===== src/rtl/cluster_acc_update_if.sv =====
// rtl/cluster_acc_update_if.sv - point, read and status bundle for cluster_acc_update
interface cluster_acc_update_if #(
  parameter int center_size = 24,
  parameter int idx_size    = 2,
  parameter int data_size   = 61
);
  logic                   clear;
  logic                   in_valid;
  logic                   in_ready;
  logic [center_size-1:0] in_point;
  logic [idx_size-1:0]    in_idx;
  logic                   rd_en;
  logic [idx_size-1:0]    rd_idx;
  logic                   rd_valid;
  logic [data_size-1:0]   rd_data;
  logic                   busy;
  logic                   overflow;

  modport master (
    output clear, in_valid, in_point, in_idx, rd_en, rd_idx,
    input  in_ready, rd_valid, rd_data, busy, overflow
  );

  modport slave (
    input  clear, in_valid, in_point, in_idx, rd_en, rd_idx,
    output in_ready, rd_valid, rd_data, busy, overflow
  );
endinterface


===== src/rtl/cluster_acc_update.sv =====
// rtl/cluster_acc_update.sv - per-cluster accumulator/counter update stage for k-means
// Records are packed {counter, accZ, accY, accX} so tree nodes load straight from rd_data.
module cluster_acc_update #(
  parameter int dim        = 3,
  parameter int data_range = 255,
  parameter int k          = 4,
  parameter int max_n      = 100
) (
  input  logic                 clk,
  input  logic                 rst,
  cluster_acc_update_if.slave  bus
);
  localparam int dim_size     = $clog2(data_range);
  localparam int center_size  = dim * dim_size;
  localparam int counter_size = $clog2(max_n);
  localparam int acc_size     = $clog2(dim_size * max_n);
  localparam int data_size    = center_size + counter_size + 3 * acc_size;
  localparam int idx_size     = (k > 1) ? $clog2(k) : 1;
  localparam int rec_size     = counter_size + 3 * acc_size;

  localparam logic [counter_size-1:0] MAX_CNT = counter_size'(max_n);
  localparam logic [counter_size-1:0] CNT_ONE = counter_size'(1);
  localparam logic [idx_size-1:0]     K_LAST  = idx_size'(k - 1);

  typedef enum logic {ST_READY, ST_CLEAR} state_t;

  state_t                  state_q, state_d;
  logic [idx_size-1:0]     sweep_q, sweep_d;
  logic                    s1_valid_q, s1_valid_d;
  logic [center_size-1:0]  s1_point_q, s1_point_d;
  logic [idx_size-1:0]     s1_idx_q, s1_idx_d;
  logic [rec_size-1:0]     mem_q [k];
  logic [rec_size-1:0]     mem_d [k];
  logic                    rd_valid_q, rd_valid_d;
  logic [data_size-1:0]    rd_data_q, rd_data_d;
  logic                    overflow_q, overflow_d;

  logic [rec_size-1:0]     cur_rec;
  logic [rec_size-1:0]     new_rec;
  logic [acc_size:0]       sum;
  logic                    sat;
  logic                    idx_ok;
  logic                    cnt_full;
  logic                    upd_go;
  logic                    wr_ok;
  logic                    err;
  logic                    handshake;

  assign handshake = bus.in_valid && (state_q == ST_READY);
  assign idx_ok    = int'(s1_idx_q) < k;

  always_comb begin
    cur_rec = '0;
    for (int j = 0; j < k; j++) begin
      if (s1_idx_q == idx_size'(j)) cur_rec = mem_q[j];
    end
  end

  // Each axis sum carries one spare bit so saturation is a simple carry test.
  always_comb begin
    new_rec = cur_rec;
    sat     = 1'b0;
    sum     = '0;
    for (int a = 0; a < 3; a++) begin
      sum = {1'b0, cur_rec[a*acc_size +: acc_size]}
          + (acc_size+1)'(s1_point_q[a*dim_size +: dim_size]);
      if (sum[acc_size]) begin
        new_rec[a*acc_size +: acc_size] = '1;
        sat = 1'b1;
      end else begin
        new_rec[a*acc_size +: acc_size] = sum[acc_size-1:0];
      end
    end
    new_rec[rec_size-1 -: counter_size] = cur_rec[rec_size-1 -: counter_size] + CNT_ONE;
  end

  assign cnt_full = (cur_rec[rec_size-1 -: counter_size] == MAX_CNT);
  assign upd_go   = s1_valid_q && !bus.clear;
  assign wr_ok    = upd_go && idx_ok && !cnt_full;
  assign err      = upd_go && (!idx_ok || cnt_full || sat);

  always_comb begin
    state_d    = state_q;
    sweep_d    = sweep_q;
    s1_valid_d = 1'b0;
    s1_point_d = s1_point_q;
    s1_idx_d   = s1_idx_q;
    mem_d      = mem_q;
    rd_valid_d = bus.rd_en;
    rd_data_d  = rd_data_q;
    overflow_d = overflow_q | err;

    for (int j = 0; j < k; j++) begin
      if (wr_ok && s1_idx_q == idx_size'(j)) mem_d[j] = new_rec;
    end

    // Reads bypass a write committing on the same edge; sweep zeroing is not bypassed.
    if (bus.rd_en) begin
      rd_data_d = '0;
      for (int j = 0; j < k; j++) begin
        if (bus.rd_idx == idx_size'(j)) begin
          rd_data_d[rec_size-1:0] = (wr_ok && s1_idx_q == idx_size'(j)) ? new_rec : mem_q[j];
        end
      end
    end

    case (state_q)
      ST_READY: begin
        if (handshake) begin
          s1_valid_d = 1'b1;
          s1_point_d = bus.in_point;
          s1_idx_d   = bus.in_idx;
        end
      end
      ST_CLEAR: begin
        for (int j = 0; j < k; j++) begin
          if (sweep_q == idx_size'(j)) mem_d[j] = '0;
        end
        if (sweep_q == K_LAST) state_d = ST_READY;
        else                   sweep_d = sweep_q + idx_size'(1);
      end
      default: state_d = ST_READY;
    endcase

    if (bus.clear) begin
      state_d    = ST_CLEAR;
      sweep_d    = '0;
      s1_valid_d = 1'b0;
      overflow_d = 1'b0;
    end
  end

  always_ff @(posedge clk or negedge rst) begin
    if (!rst) begin
      state_q    <= ST_READY;
      sweep_q    <= '0;
      s1_valid_q <= 1'b0;
      s1_point_q <= '0;
      s1_idx_q   <= '0;
      mem_q      <= '{default: '0};
      rd_valid_q <= 1'b0;
      rd_data_q  <= '0;
      overflow_q <= 1'b0;
    end else begin
      state_q    <= state_d;
      sweep_q    <= sweep_d;
      s1_valid_q <= s1_valid_d;
      s1_point_q <= s1_point_d;
      s1_idx_q   <= s1_idx_d;
      mem_q      <= mem_d;
      rd_valid_q <= rd_valid_d;
      rd_data_q  <= rd_data_d;
      overflow_q <= overflow_d;
    end
  end

  assign bus.in_ready = (state_q == ST_READY);
  assign bus.rd_valid = rd_valid_q;
  assign bus.rd_data  = rd_data_q;
  assign bus.busy     = (state_q == ST_CLEAR) || s1_valid_q;
  assign bus.overflow = overflow_q;
endmodule


===== src/flat_wrapper.sv =====
// flat-port wrapper written by rule: the top's interface ports become plain ports
module cluster_acc_update_flat 
#(
  parameter int dim        = 3,
  parameter int data_range = 255,
  parameter int k          = 4,
  parameter int max_n      = 100
)
  (clk, rst, bus_clear, bus_in_valid, bus_in_point, bus_in_idx, bus_rd_en, bus_rd_idx, bus_in_ready, bus_rd_valid, bus_rd_data, bus_busy, bus_overflow);
  cluster_acc_update_if #(.center_size(24), .idx_size(2), .data_size(61)) bus_i ();
  input  logic clk;
  input  logic rst;
  input wire logic [$bits(bus_i.clear)-1:0] bus_clear;
  input wire logic [$bits(bus_i.in_valid)-1:0] bus_in_valid;
  input wire logic [$bits(bus_i.in_point)-1:0] bus_in_point;
  input wire logic [$bits(bus_i.in_idx)-1:0] bus_in_idx;
  input wire logic [$bits(bus_i.rd_en)-1:0] bus_rd_en;
  input wire logic [$bits(bus_i.rd_idx)-1:0] bus_rd_idx;
  output wire logic [$bits(bus_i.in_ready)-1:0] bus_in_ready;
  output wire logic [$bits(bus_i.rd_valid)-1:0] bus_rd_valid;
  output wire logic [$bits(bus_i.rd_data)-1:0] bus_rd_data;
  output wire logic [$bits(bus_i.busy)-1:0] bus_busy;
  output wire logic [$bits(bus_i.overflow)-1:0] bus_overflow;
  assign bus_i.clear = bus_clear;
  assign bus_i.in_valid = bus_in_valid;
  assign bus_i.in_point = bus_in_point;
  assign bus_i.in_idx = bus_in_idx;
  assign bus_i.rd_en = bus_rd_en;
  assign bus_i.rd_idx = bus_rd_idx;
  assign bus_in_ready = bus_i.in_ready;
  assign bus_rd_valid = bus_i.rd_valid;
  assign bus_rd_data = bus_i.rd_data;
  assign bus_busy = bus_i.busy;
  assign bus_overflow = bus_i.overflow;
  cluster_acc_update #(.dim(dim), .data_range(data_range), .k(k), .max_n(max_n)) u_core (.clk(clk), .rst(rst), .bus(bus_i));
endmodule

===== config.mk =====
export PLATFORM = sky130hd
export DESIGN_NAME = cluster_acc_update_flat
export DESIGN_NICKNAME = d
export VERILOG_FILES = /design/src/rtl/cluster_acc_update_if.sv /design/src/rtl/cluster_acc_update.sv /design/src/flat_wrapper.sv
export SDC_FILE = /design/constraint.sdc
export NUM_CORES = 1
export LEC_CHECK = 0
export CORE_ASPECT_RATIO = 1.75
export CORE_MARGIN = 4
export CORE_UTILIZATION = 40
export DETAILED_ROUTE_END_ITERATION = 12
export DONT_BUFFER_PORTS = 1
export MAX_ROUTING_LAYER = met4
export PLACE_DENSITY = 0.64
export SLEW_MARGIN = 5
export SYNTH_ARGS = -nofsm -noshare
export SYNTH_HDL_FRONTEND = slang
export SYNTH_SLANG_ARGS = --single-unit

===== constraint.sdc =====
create_clock -name clk -period 7.6 [get_ports clk]
set_input_delay 2.28 -clock clk [delete_from_list [all_inputs] [get_ports clk]]
set_output_delay 2.28 -clock clk [all_outputs]
set_load 0.01 [all_outputs]

Word level (Yosys, flattened, before mapping):

Cells that the tools add are included.

* add/subtract/negate cells: 5
* eq/ne operators: 11
* multiplexer cells: 33
* bitwise operators: 2
* reduce and logical (&&, ||, !) cells: 18

Operators by type and width (count)
* two-way mux 37 bit: 16
* two-way mux 148 bit: 1
* adder 10 x 8 -> 11 bit: 3
* two-way mux 10 bit: 3
* == test 2 bit, second input constant: 6
* two-way mux 1 bit: 10
* logical AND 1 bit: 8
* adder 7 x 1 -> 7 bit, second input constant: 1
* == test 7 bit, second input constant: 1
* == test 2 x 1 -> 1 bit, second input constant: 3
* logical NOT 2 bit: 3
* two-way mux 2 bit: 3
* AND reduction 2 bit: 2
* adder 2 x 1 -> 2 bit, second input constant: 1
* logical NOT 1 bit: 2
* logical OR 1 bit: 2
* inequality test 2 bit, second input constant: 1
* nonzero test 2 bit: 1
* inverter 1 bit: 1
* OR 1 bit: 1

* flip-flop bits (word level): 217
* input bits: 33
* output and inout port bits: 65
* logic and storage cells: 81

Depth between registers and ports, before layout:

* depth after elaboration: 14
* mapped depth: 16
* mapped depth without buffers: 10

Worst setup path before layout:

Ideal clock, no wire load.

* path kind: flip-flop to flip-flop
* start: register u_core.s1_idx_q[0]
* end: register u_core.rd_data_q[21] (netlist: u_core.bus.rd_data[21])
* library setup time: 0.126 ns
* data arrival time: 4.720 ns
* required time: 7.474 ns
* path slack: 2.754 ns
* stages on the path, launching flop included: 16
* buffers on the path: 5
* clock period less this slack: 4.846 ns
* path through: dfrtp_1 buf_6 buf_4 buf_1 buf_1 mux4_2 ha_1 fa_1 a21o_1 a221oi_1 o21ai_1 and2_1 buf_2 nor3_1 o32ai_1 a221o_1

* cells in the longest elaborated chain, start to end: 14
* elaborated cells on any way between the ends: 25
* classes of those cells: 1 x add/sub; 4 x eq/ne; 13 x mux; 7 x reduce/logical

Ends and longest elaborated chain
* start: declaration: RTL line cluster_acc_update.sv:31 `logic [idx_size-1:0] s1_idx_q, s1_idx_d;`
* start signal: assignment: RTL line cluster_acc_update.sv:149 `s1_idx_q <= s1_idx_d;`
* parallel branches: the longest is 13 deep, another holds adder 10 x 8 -> 11 bit
* two-way mux 37 bit (*): RTL line cluster_acc_update.sv:101 `if (bus.rd_idx == idx_size'(j)) begin`
* end signal: assignment: RTL line cluster_acc_update.sv:152 `rd_data_q <= rd_data_d;`
* end: declaration: RTL line cluster_acc_update.sv:35 `logic [data_size-1:0] rd_data_q, rd_data_d;`

Every way passes the cells marked *.
A chain may end at the register's enable or synchronous reset.

Worst setup path after layout:

Same ends and word-level chain as after synthesis.

==> flow_summary.toml <==
[status]
outcome = "complete, no violations"

[sta]
timing.final.setup_violations = 0
number_of_pins_exceeding_their_max_slew_limit_in_the_final_report = 0
fmaxAchievable_ghz = 0.2001
max_slew.worst_pin.slew_ns = 1.176
report.final.hold_viol_count = 0
period_utilization_post_route_pct = 65.75
worst_clock_skew_ns = 0.01029
rsz0062_at_grt = "no"
max_slew_headroom_at_the_worst_pin_pct = 21.31
min_period_ns = 4.997
final_critical_path_setup_slack_ns = 2.603
fin_tns_setup_ns = 0

[clock_network]
cts.root.buffer_cell = "sky130_fd_sc_hd__clkbuf_16"
cts_tree = "done"
clock_sinks = 217
post-cts-setup-buffer-count = 0
cts.reportedPaths.clkPinSlew_ns = 0.06
postCtsHoldBufs = 0
cts.htree.levels = 1
max-clock-path-buffers = 3
cts_buffers = 23
worst_skew_pair.late_latency_ns = 0.52
cts-resized-gates = 0

[drt]
detailroute.via_count = 9161
drt_iter0_markers = 650
dr.pass1.iters = 5
postRouteAntennaNets = 0
post-route-drc-count = 0
detail_route.wl_per_cell_um = 22.89
drt-total-wl_mm = 35.14
via_per_inst = 5.968

[finish]
final_layout_size_suffix_gt1_share_pct = 13.76
flow.area_growth_from_synthesis_pct = 6.742
final_cell_mix = "215 x sky130_fd_sc_hd__dfrtp_1, 161 x sky130_fd_sc_hd__nor2_1, 143 x sky130_fd_sc_hd__a21oi_1"
antenna_cells = 0
final_core_util_pct = 43.52
fin_nets = 1202
commonest_non_fill_non_tap_cell_in_the_layout = "sky130_fd_sc_hd__dfrtp_1"

[critical_path]
crit_chain = "buf_4, mux4_2, ha_1, fa_1, a21o_1, a221oi_1, o21ai_1, and2_1, nor3_1, o32ai_1, a221o_1"
max_fo_critical_path = 29
timing.critical_path.slowest_stage_cell = "sky130_fd_sc_hd__dfrtp_2"
path_class = "flip-flop to flip-flop"
timing.critical_path.max_delay_family = "compound AO/OA/AOI/OAI gates"
critical-path-max-stage-delay_ns = 0.74
cp.required_ns = 8.01
worst_setup_path_end_kind = "flip-flop"
cp_data_arrival_time_ns = 5.40
critical_path_buf_inv_count = 1
crit-reg2reg-launch = "u_core.s1_idx_q[0]"
critPathLaunchType = "flip-flop"
setup.worst_path.start = "u_core.s1_idx_q[0]"

[synth]
synth_top_area_share_pct = 44.00
synth_cells = 1183
yosysSeqAreaShare_pct = 44.00
top_post_synthesis_cells_by_area = "sky130_fd_sc_hd__dfrtp_1 44%, sky130_fd_sc_hd__mux4_2 11%, sky130_fd_sc_hd__a21oi_1 5.8%"
syn-cell-area_um2 = 12340
postSynth.topFlopCell = "sky130_fd_sc_hd__dfrtp_1"
ys.warnings.count = 0
synthArstFlopShare_pct = 100.0
postSynthAreaPerCell_um2 = 10.43
synth.ff_latch_count = 217
synth_largest_area_cell = "sky130_fd_sc_hd__dfrtp_1"
synth.distinct_cells = 70
synth_edf_count = 0

[floorplanning]
rows = 84
die_h_um = 240.4
chipWidth_um = 140.8
core_um2 = 30270
ios = 98
initial_core_util_pct = 40.77
die_area_um2 = 33840

[grt]
antenna_found_initial = 0
grt_pass1_vias = 9636
global_routing_usage_summed_across_all_routing_layers_pct = 21.38
pin_count_of_the_biggest_net_entering_global_routing = 218
grt.overflow.total = 0
grt_pass1_wl_mm = 54.75

[pwr]
p_total_mw = 3.462
p_per_area_nw_per_um2 = 262.8
power.clock.fraction_pct = 32.3
share_seq_of_total_power_pct = 41.2
total_leakage_power_nw = 5.616
p_int_mw = 2.276
power.share.switching_pct = 34.26
power_frac_comb_pct = 26.5
power.switching_mw = 1.186
ir_worst_vdd_mv = 0.2050

[worst_hold_path]
hold_path_class = "flip-flop to flip-flop"
worstHoldStart = "u_core.s1_point_q[18]"

[placement]
post-dp-hpwl_mm = 22.84
post-place-ws_ns = 2.512
io_buffers = 0
gp_routability_congestion = 0.9317

[run]
drv_cap = 0
path summary, 6_finish.rpt:
path	endpoint	slack, ns	cells past startpoint
hold / removal	u_core.s1_point_q[18]	0.52	1
setup reg to reg	u_core.bus.rd_data[21]	2.60	11
hold reg to reg	u_core.s1_point_q[18]	0.52	1
setup / recovery	u_core.bus.rd_data[21]	2.60	11
max in group asynchronous	u_core.mem_q[15]	5.77	0
min in group asynchronous	u_core.s1_point_q[22]	1.46	0
sequential cells by signal, indices dropped and copies added (netlist names):
name,count
u_core.s1_valid_q,1
u_core.s1_idx_q,2
u_core.state_q,1
u_core.sweep_q,2
u_core.bus.rd_data,37
u_core.mem_q,148
u_core.bus.rd_valid,1
u_core.bus.overflow,1
u_core.s1_point_q,24
per-stage QoR:
step / hold WS, ns / instance area, µm² / instances
after CTS: 0.5255 / 13170 / 1535
after floorplan: 0.4861 / 12430 / 1206
final: 0.5167 / 13170 / 1535
after detailed placement: 0.5072 / 12440 / 1495
after global placement: 0.5025 / 12440 / 1495
after global routing: 0.5408 / 13170 / 1535
cells in the mapped netlist, types with 3 or more instances:
cell,count
sky130_fd_sc_hd__nand2b_1,9
sky130_fd_sc_hd__a221o_1,5
sky130_fd_sc_hd__clkbuf_1,41
sky130_fd_sc_hd__and3_1,3
sky130_fd_sc_hd__nor3_1,17
sky130_fd_sc_hd__o22ai_1,9
sky130_fd_sc_hd__a211oi_1,6
sky130_fd_sc_hd__and2_1,13
sky130_fd_sc_hd__a21oi_1,143
sky130_fd_sc_hd__o21ai_1,18
sky130_fd_sc_hd__xor2_1,6
sky130_fd_sc_hd__fa_1,3
sky130_fd_sc_hd__xnor2_1,14
sky130_fd_sc_hd__buf_1,8
sky130_fd_sc_hd__o21ai_0,70
sky130_fd_sc_hd__inv_1,18
sky130_fd_sc_hd__a21o_1,5
sky130_fd_sc_hd__buf_6,6
sky130_fd_sc_hd__mux2_2,29
sky130_fd_sc_hd__nor2_1,161
sky130_fd_sc_hd__o311ai_0,7
sky130_fd_sc_hd__o211ai_1,7
sky130_fd_sc_hd__buf_4,27
sky130_fd_sc_hd__nand3_1,11
sky130_fd_sc_hd__a32oi_1,3
sky130_fd_sc_hd__a31oi_1,6
sky130_fd_sc_hd__or2_2,5
sky130_fd_sc_hd__dfrtp_1,217
sky130_fd_sc_hd__o21a_1,4
sky130_fd_sc_hd__ha_1,33
sky130_fd_sc_hd__a21boi_2,3
sky130_fd_sc_hd__o221ai_1,4
sky130_fd_sc_hd__mux4_2,60
sky130_fd_sc_hd__nor2b_1,7
sky130_fd_sc_hd__nand2_1,75
sky130_fd_sc_hd__nor3b_1,3
sky130_fd_sc_hd__mux2i_1,64
sky130_fd_sc_hd__buf_2,23
sky130_fd_sc_hd__o32ai_1,3
power groups by stage:
stage | clock network (mW) | registers [mW] | logic [mW]
after floorplan | 0 | 1.35 | 0.747
after global placement | 0 | 1.45 | 0.901
after detailed placement | 0 | 1.45 | 0.909
after CTS | 1.14 | 1.43 | 0.917
after global routing | 1.18 | 1.45 | 0.998
final | 1.12 | 1.43 | 0.917
logic make-up after synthesis:
kind of cell / Yosys count / synth area share [%]
simple gates: 317 / 11.44
buf+inv: 126 / 5.606
xor+xnor: 20 / 1.419
fa+ha+maj: 36 / 3.832
mux: 153 / 18.79
other cells: 1 / 0.03038
compound gates: 313 / 14.89
flops: 217 / 44.00
final cells by class:
type                    count  area [µm²]
flip-flops and latches    217        5433
clock buffers              37       688.2
repair buffers             10       75.07
clock inverters             3       43.79
inverters                  18       67.56
fillers                  2841       17100
multi-input cells         863        6382
well taps                 387       484.2
layer usage:
layer  track usage [%]  wire, µm
met5                 -         0
met4             10.46      1733
met3             3.144      1941
met2             38.30     18570
met1             22.98     12890
Power figures use the tool's default switching activity.
==> RTL change 1, RTL diff (same flow settings) <==
Make the reset (`rst`) synchronous in one clocked block.
--- a/src/rtl/cluster_acc_update.sv
+++ b/src/rtl/cluster_acc_update.sv
@@ -132,3 +132,3 @@
 
-  always_ff @(posedge clk or negedge rst) begin
+  always_ff @(posedge clk) begin
     if (!rst) begin
Behaviour: differs if rst is asserted again (counterexample within 4 cycles, from zero or initial values and one cycle with rst low); with rst held inactive, the same outputs for 4 cycles.
==> RTL change 1 against the original RTL <==
Setup slack improved by 0.46 ns. Clock skew rose by 0.0012 ns. Hold slack got worse by 0.040 ns. Cell area fell by 7.6%. Area after synthesis fell by 8.9%. Routed wire length fell by 13%. Sequential cell count did not move. Die area fell by 8.5%. Critical endpoint is now u_core.bus.rd_data[16]$_SDFFE_PN0P_. Largest cell class unchanged.
Power is not compared: it rests on default switching activity, and its combinational part moved more than twofold at a synthesized area within 25%.
==> RTL change 1: results (changes against the original RTL) <==
The HPWL after detailed placement came out at 19.2 mm (-16%). The worst hold path belongs to the class reg -> reg. The H-tree depth reported by CTS came to 1 (unchanged). The root buffer cell is sky130_fd_sc_hd__clkbuf_16. The first-pass detailed-route iteration total came to 5 (unchanged). The total of warnings raised by yosys came out at 0 (unchanged). The number of antenna violations at the first check in global routing is 0 (unchanged). The ratio of routed vias to standard cells came to 5.69 (-4.7%). The wire length of the first global-routing pass is 49.0 mm (-10%). The flip-flop count of the largest register, all copies and words added is 148 (unchanged). The routed wire length per instance is 20.0 um (-12%). Among all stages on the critical path, the largest delay is contributed by sky130_fd_sc_hd__dfxtp_2. The clock network latency to the later pin of the worst-skew pair came out at 0.52 ns (about the same). The post-place setup slack came to 3.03 ns (+0.521 ns). The CTS clock-pin slew for the worst setup and hold paths is 0.07 ns. Ranked by total cell area, the synthesized netlist is headed by sky130_fd_sc_hd__dfxtp_1 39%, sky130_fd_sc_hd__mux4_2 13%, sky130_fd_sc_hd__mux2i_1 7.0%, sky130_fd_sc_hd__nor2_1 5.3%, sky130_fd_sc_hd__ha_1 3.7%.

The number of hold-slack violations in the final timing report came out at 0 (unchanged). The final worst clock skew came out at 0.0115 ns (+0.00124 ns). The maximum single-stage delay on the critical path came out at 0.84 ns (+0.10 ns). The number of setup buffers added after CTS came out at 0 (unchanged). The total of hold buffers inserted after clock tree synthesis is 0 (unchanged). The total placed cells including tap cells is 1478 (-1.1%). The cell class contributing the biggest share of worst-path delay is compound AO/OA/AOI/OAI gates. The routability-driven placement congestion ratio is 0.841 (-9.7%). The number of inserted diodes was 0 (unchanged). The count of port buffers added during placement is 0 (unchanged).

The net switching power came out at 0.000577 W. The largest net degree at the start of global routing is 75 (-66%). The global-route total usage across every layer came out at 20.4% (-0.94 points). The total clock buffers created by CTS is 23 (unchanged). The peak supply drop came out at 0.127 mV. Counting flops per register, the top entry is u_core.mem_q. The instance count of the mapped netlist was 1174 (-0.76%). The standard cell area after detailed placement came out at 11400 um2 (-8.3%). The via total after detailed routing is 8643 (-5.7%). The distinct cell type count of the synthesized netlist was 61 (-13%). The arrival time reported for the critical path endpoint came out at 4.93 ns (-0.47 ns). The run finished with clean final reports. The DRC violation total after the first TritonRoute iteration was 535 (-18%). The via count of the first global-routing pass is 9048 (-6.1%).

The share of synthesized flip-flops with an asynchronous set or reset came out at 0% (-100 points). The biggest fanout along the worst timing path is 19 (-34%). The worst slew margin relative to its limit is 26.3% (+4.9 points).

The sequential cell area fraction in the yosys report is 38.6% (-5.4 points). The count of fill cells added during filler insertion is 2697 (-5.1%). The share of cells above drive strength 1 is 12.4% (-1.4 points). The post-CTS resize count came out at 0 (unchanged).

The commonest cells after synthesis are 217 x sky130_fd_sc_hd__dfxtp_1, 160 x sky130_fd_sc_hd__nor2_1, 87 x sky130_fd_sc_hd__nand2_1, 79 x sky130_fd_sc_hd__mux2i_1, 74 x sky130_fd_sc_hd__o21ai_0.
==> RTL change 1: cell types whose count changed after synthesis, moves of 8 or more <==
| cell | before | now |
|---|---|---|
| sky130_fd_sc_hd__mux2_2 | 29 | 6 |
| sky130_fd_sc_hd__a21boi_0 | 0 | 27 |
| sky130_fd_sc_hd__nand3b_1 | 2 | 35 |
| sky130_fd_sc_hd__clkbuf_1 | 41 | 53 |
| sky130_fd_sc_hd__a21oi_1 | 143 | 57 |
| sky130_fd_sc_hd__dfxtp_1 | 0 | 217 |
| sky130_fd_sc_hd__nor3_1 | 17 | 7 |
| sky130_fd_sc_hd__nand2b_1 | 9 | 17 |
| sky130_fd_sc_hd__nand3_1 | 11 | 42 |
| sky130_fd_sc_hd__mux2i_1 | 64 | 79 |
| sky130_fd_sc_hd__dfrtp_1 | 217 | 0 |
| sky130_fd_sc_hd__nand2_1 | 75 | 87 |
==> RTL change 1: final timing paths <==
check                                          from                                  end  slack [ns]  cells past startpoint
setup / recovery    u_core.s1_idx_q[0]$_SDFFE_PN0P_  u_core.bus.rd_data[16]$_SDFFE_PN0P_        3.06                     10
hold / removal    u_core.s1_point_q[2]$_SDFFE_PN0P_    u_core.s1_point_q[2]$_SDFFE_PN0P_        0.48                      2
setup reg to reg    u_core.s1_idx_q[0]$_SDFFE_PN0P_  u_core.bus.rd_data[16]$_SDFFE_PN0P_        3.06                     10
hold reg to reg   u_core.s1_point_q[2]$_SDFFE_PN0P_    u_core.s1_point_q[2]$_SDFFE_PN0P_        0.48                      2
==> RTL change 1: cell families after synthesis <==
family | synth area share, %
AO/OA/AOI/OAI | 13.6
XOR/XNOR | 1.64
adder cells (fa/ha/maj) | 4.21
buffers and inverters | 5.22
flip-flops | 38.6
multiplexers | 20.5
other | 0.0333
AND/OR/NAND/NOR | 16.2
==> RTL change 1: layer usage <==
layer | track usage [%] | up-vias | wire length, um
met2 | 35.9 | 264 | 15700
met3 | 3.24 | 60 | 1920
met5 | - | - | 0
li1 | - | 4094 | -
met4 | 7.26 | 0 | 820
met1 | 23.4 | 4225 | 12000
==> RTL change 1: area by class of cell <==
cell class / count / area [um2] / share of cell area [%]
clock buffer: 33 / 693 / 5.69
clock inverter: 8 / 77.6 / 0.637
inverter: 11 / 41.3 / 0.339
multi-input combinational: 864 / 6440 / 52.9
sequential: 217 / 4350 / 35.7
tap: 373 / 467 / 3.83
timing repair buffer: 13 / 110 / 0.904
==> RTL change 1: power groups by stage <==
stage                     sequential [W]  combinational [W]  clock, W
after CTS                        0.00117           0.000138   0.00117
after floorplan                  0.00118           0.000132         0
after global placement           0.00119           0.000136         0
after global routing             0.00117           0.000150   0.00121
final                            0.00117           0.000136   0.00114
after detailed placement         0.00119           0.000138         0
==> RTL change 2, RTL diff (config.mk and constraints unchanged) <==
Made on the original files. Take the reset off `rd_data_q` and load it in a clocked block of its own.
--- a/src/rtl/cluster_acc_update.sv
+++ b/src/rtl/cluster_acc_update.sv
@@ -141,3 +141,2 @@
       rd_valid_q <= 1'b0;
-      rd_data_q  <= '0;
       overflow_q <= 1'b0;
@@ -151,5 +150,8 @@
       rd_valid_q <= rd_valid_d;
-      rd_data_q  <= rd_data_d;
       overflow_q <= overflow_d;
     end
+  end
+
+  always_ff @(posedge clk) begin
+    rd_data_q <= rd_data_d;
   end
Formal check against the unedited RTL: differs if rst is asserted again (counterexample within 4 cycles, from zero or initial values and one cycle with rst low); with rst held inactive, the same outputs for 4 cycles.
==> RTL change 2 against the original RTL <==
Power increased by 1.6%. Sequential cell count unchanged. Clock power decreased by 8%. Non-clock buffer count increased by 2. Setup slack improved by 0.27 ns. Area after synthesis increased by 0.65%. Final cell count increased by 2.3%. Fmax increased by 5.8%. Routed wire length decreased by 4.9%. Cell area increased by 0.73%.
==> RTL change 2: results (changes against the original RTL) <==
The share of synthesized flip-flops with an asynchronous set or reset is 82.9% (-17 points). The commonest cells after synthesis are 180 x sky130_fd_sc_hd__dfrtp_1, 161 x sky130_fd_sc_hd__nor2_1, 124 x sky130_fd_sc_hd__a21oi_1, 117 x sky130_fd_sc_hd__nand2_1, 113 x sky130_fd_sc_hd__and2_1. The setup slack on the worst flop-to-flop path came out at 2.88 ns (+0.27 ns). The flow ran to the end, and the final reports show no timing, DRC or antenna violations. The routed wire length per instance came out at 21.3 um (-7.1%). The number of clock buffer instances in the layout is 33 (-11%). The via count of the first global-routing pass came to 9454 (-1.9%). The worst hold path begins at u_core.s1_point_q[11]$_DFFE_PN0P_. The wire length of the first global-routing pass is 52.4 mm (-4.2%). The non-clock buffering overhead in the final layout came out at 0.679% (+0.11 points). The clock share of power is 29.3% (-3.0 points). The path with the worst hold slack has its endpoint at u_core.s1_point_q[11]$_DFFE_PN0P_. The HPWL after detailed placement is 21.6 mm (-5.3%). The total placed cells including tap cells is 1534 (+2.6%). The number of flops mapped to enable cells by yosys came out at 37 (+37). The count of fill cells added during filler insertion came to 2855 (+0.49%).

The biggest fanout along the worst timing path came to 42 (+45%). The adder and majority cell fraction of the synthesized area is 3.81% (-0.025 points). For this design, the slowest cell found on the critical path is sky130_fd_sc_hd__dfrtp_4. The routability-driven placement congestion ratio came out at 0.838 (-10%).

The peak supply drop came out at 0.191 mV (-6.9%). The routing usage on met2 is 37.6% (-0.66 points). The static leakage came out at 5.66 nW (+0.77%). The synthesized area per cell is 10.3 um2 (-1.7%). The DRC violation total after the first TritonRoute iteration is 761 (+17%). The sequential cell area fraction in the yosys report came out at 45.2% (+1.2 points). The routed length on met3 was 1.45 mm (-25%).

The total wire length came to 33.4 mm (-4.9%). The number of inverters outside the clock class in the layout is 17 (-1). Sorting the synthesized cells by area gives the leading types as sky130_fd_sc_hd__dfrtp_1 36%, sky130_fd_sc_hd__mux4_2 12%, sky130_fd_sc_hd__edfxtp_1 8.9%, sky130_fd_sc_hd__and2_1 5.7%, sky130_fd_sc_hd__a21oi_1 5.0%.

The sequential share of power came out at 42.5% (+1.3 points). The routed length on met2 came out at 18.4 mm (-0.69%). The share of cells above drive strength 1 was 12.8% (-0.97 points). The number of buffers other than clock buffers in the final layout is 12 (+2).

The met1 usage came out at 21.1% (-1.9 points). The distinct cell type count of the synthesized netlist is 56 (-20%). The final net count is 1235 (+2.7%). The xor/xnor cell area share of the yosys netlist came out at 1.62% (+0.20 points). The wire length on met1 was 12.3 mm (-4.8%). The net switching power came out at 0.00121 W (+2.2%).
-- RTL change 2: cell types whose count changed after synthesis, moves of 27 or more --
cell / change
sky130_fd_sc_hd__mux2i_1: -59
sky130_fd_sc_hd__a211oi_1: +27
sky130_fd_sc_hd__dfrtp_1: -37
sky130_fd_sc_hd__edfxtp_1: +37
sky130_fd_sc_hd__and2_1: +100
sky130_fd_sc_hd__nand2_1: +42
-- RTL change 2: through the flow --
step	instance area (um2)	setup WS, ns	utilization (%)	power, W	hold slack, ns
6_report	13300	2.88	43.2	0.00352	0.519
5_1_grt	13300	2.63	43.2	0.00370	0.533
4_1_cts	13300	2.86	43.2	0.00355	0.526
3_5_place_dp	12600	2.72	41.0	0.00251	0.508
3_3_place_gp	12600	2.80	41.0	0.00249	0.504
2_1_floorplan	12500	2.87	-	0.00222	0.487
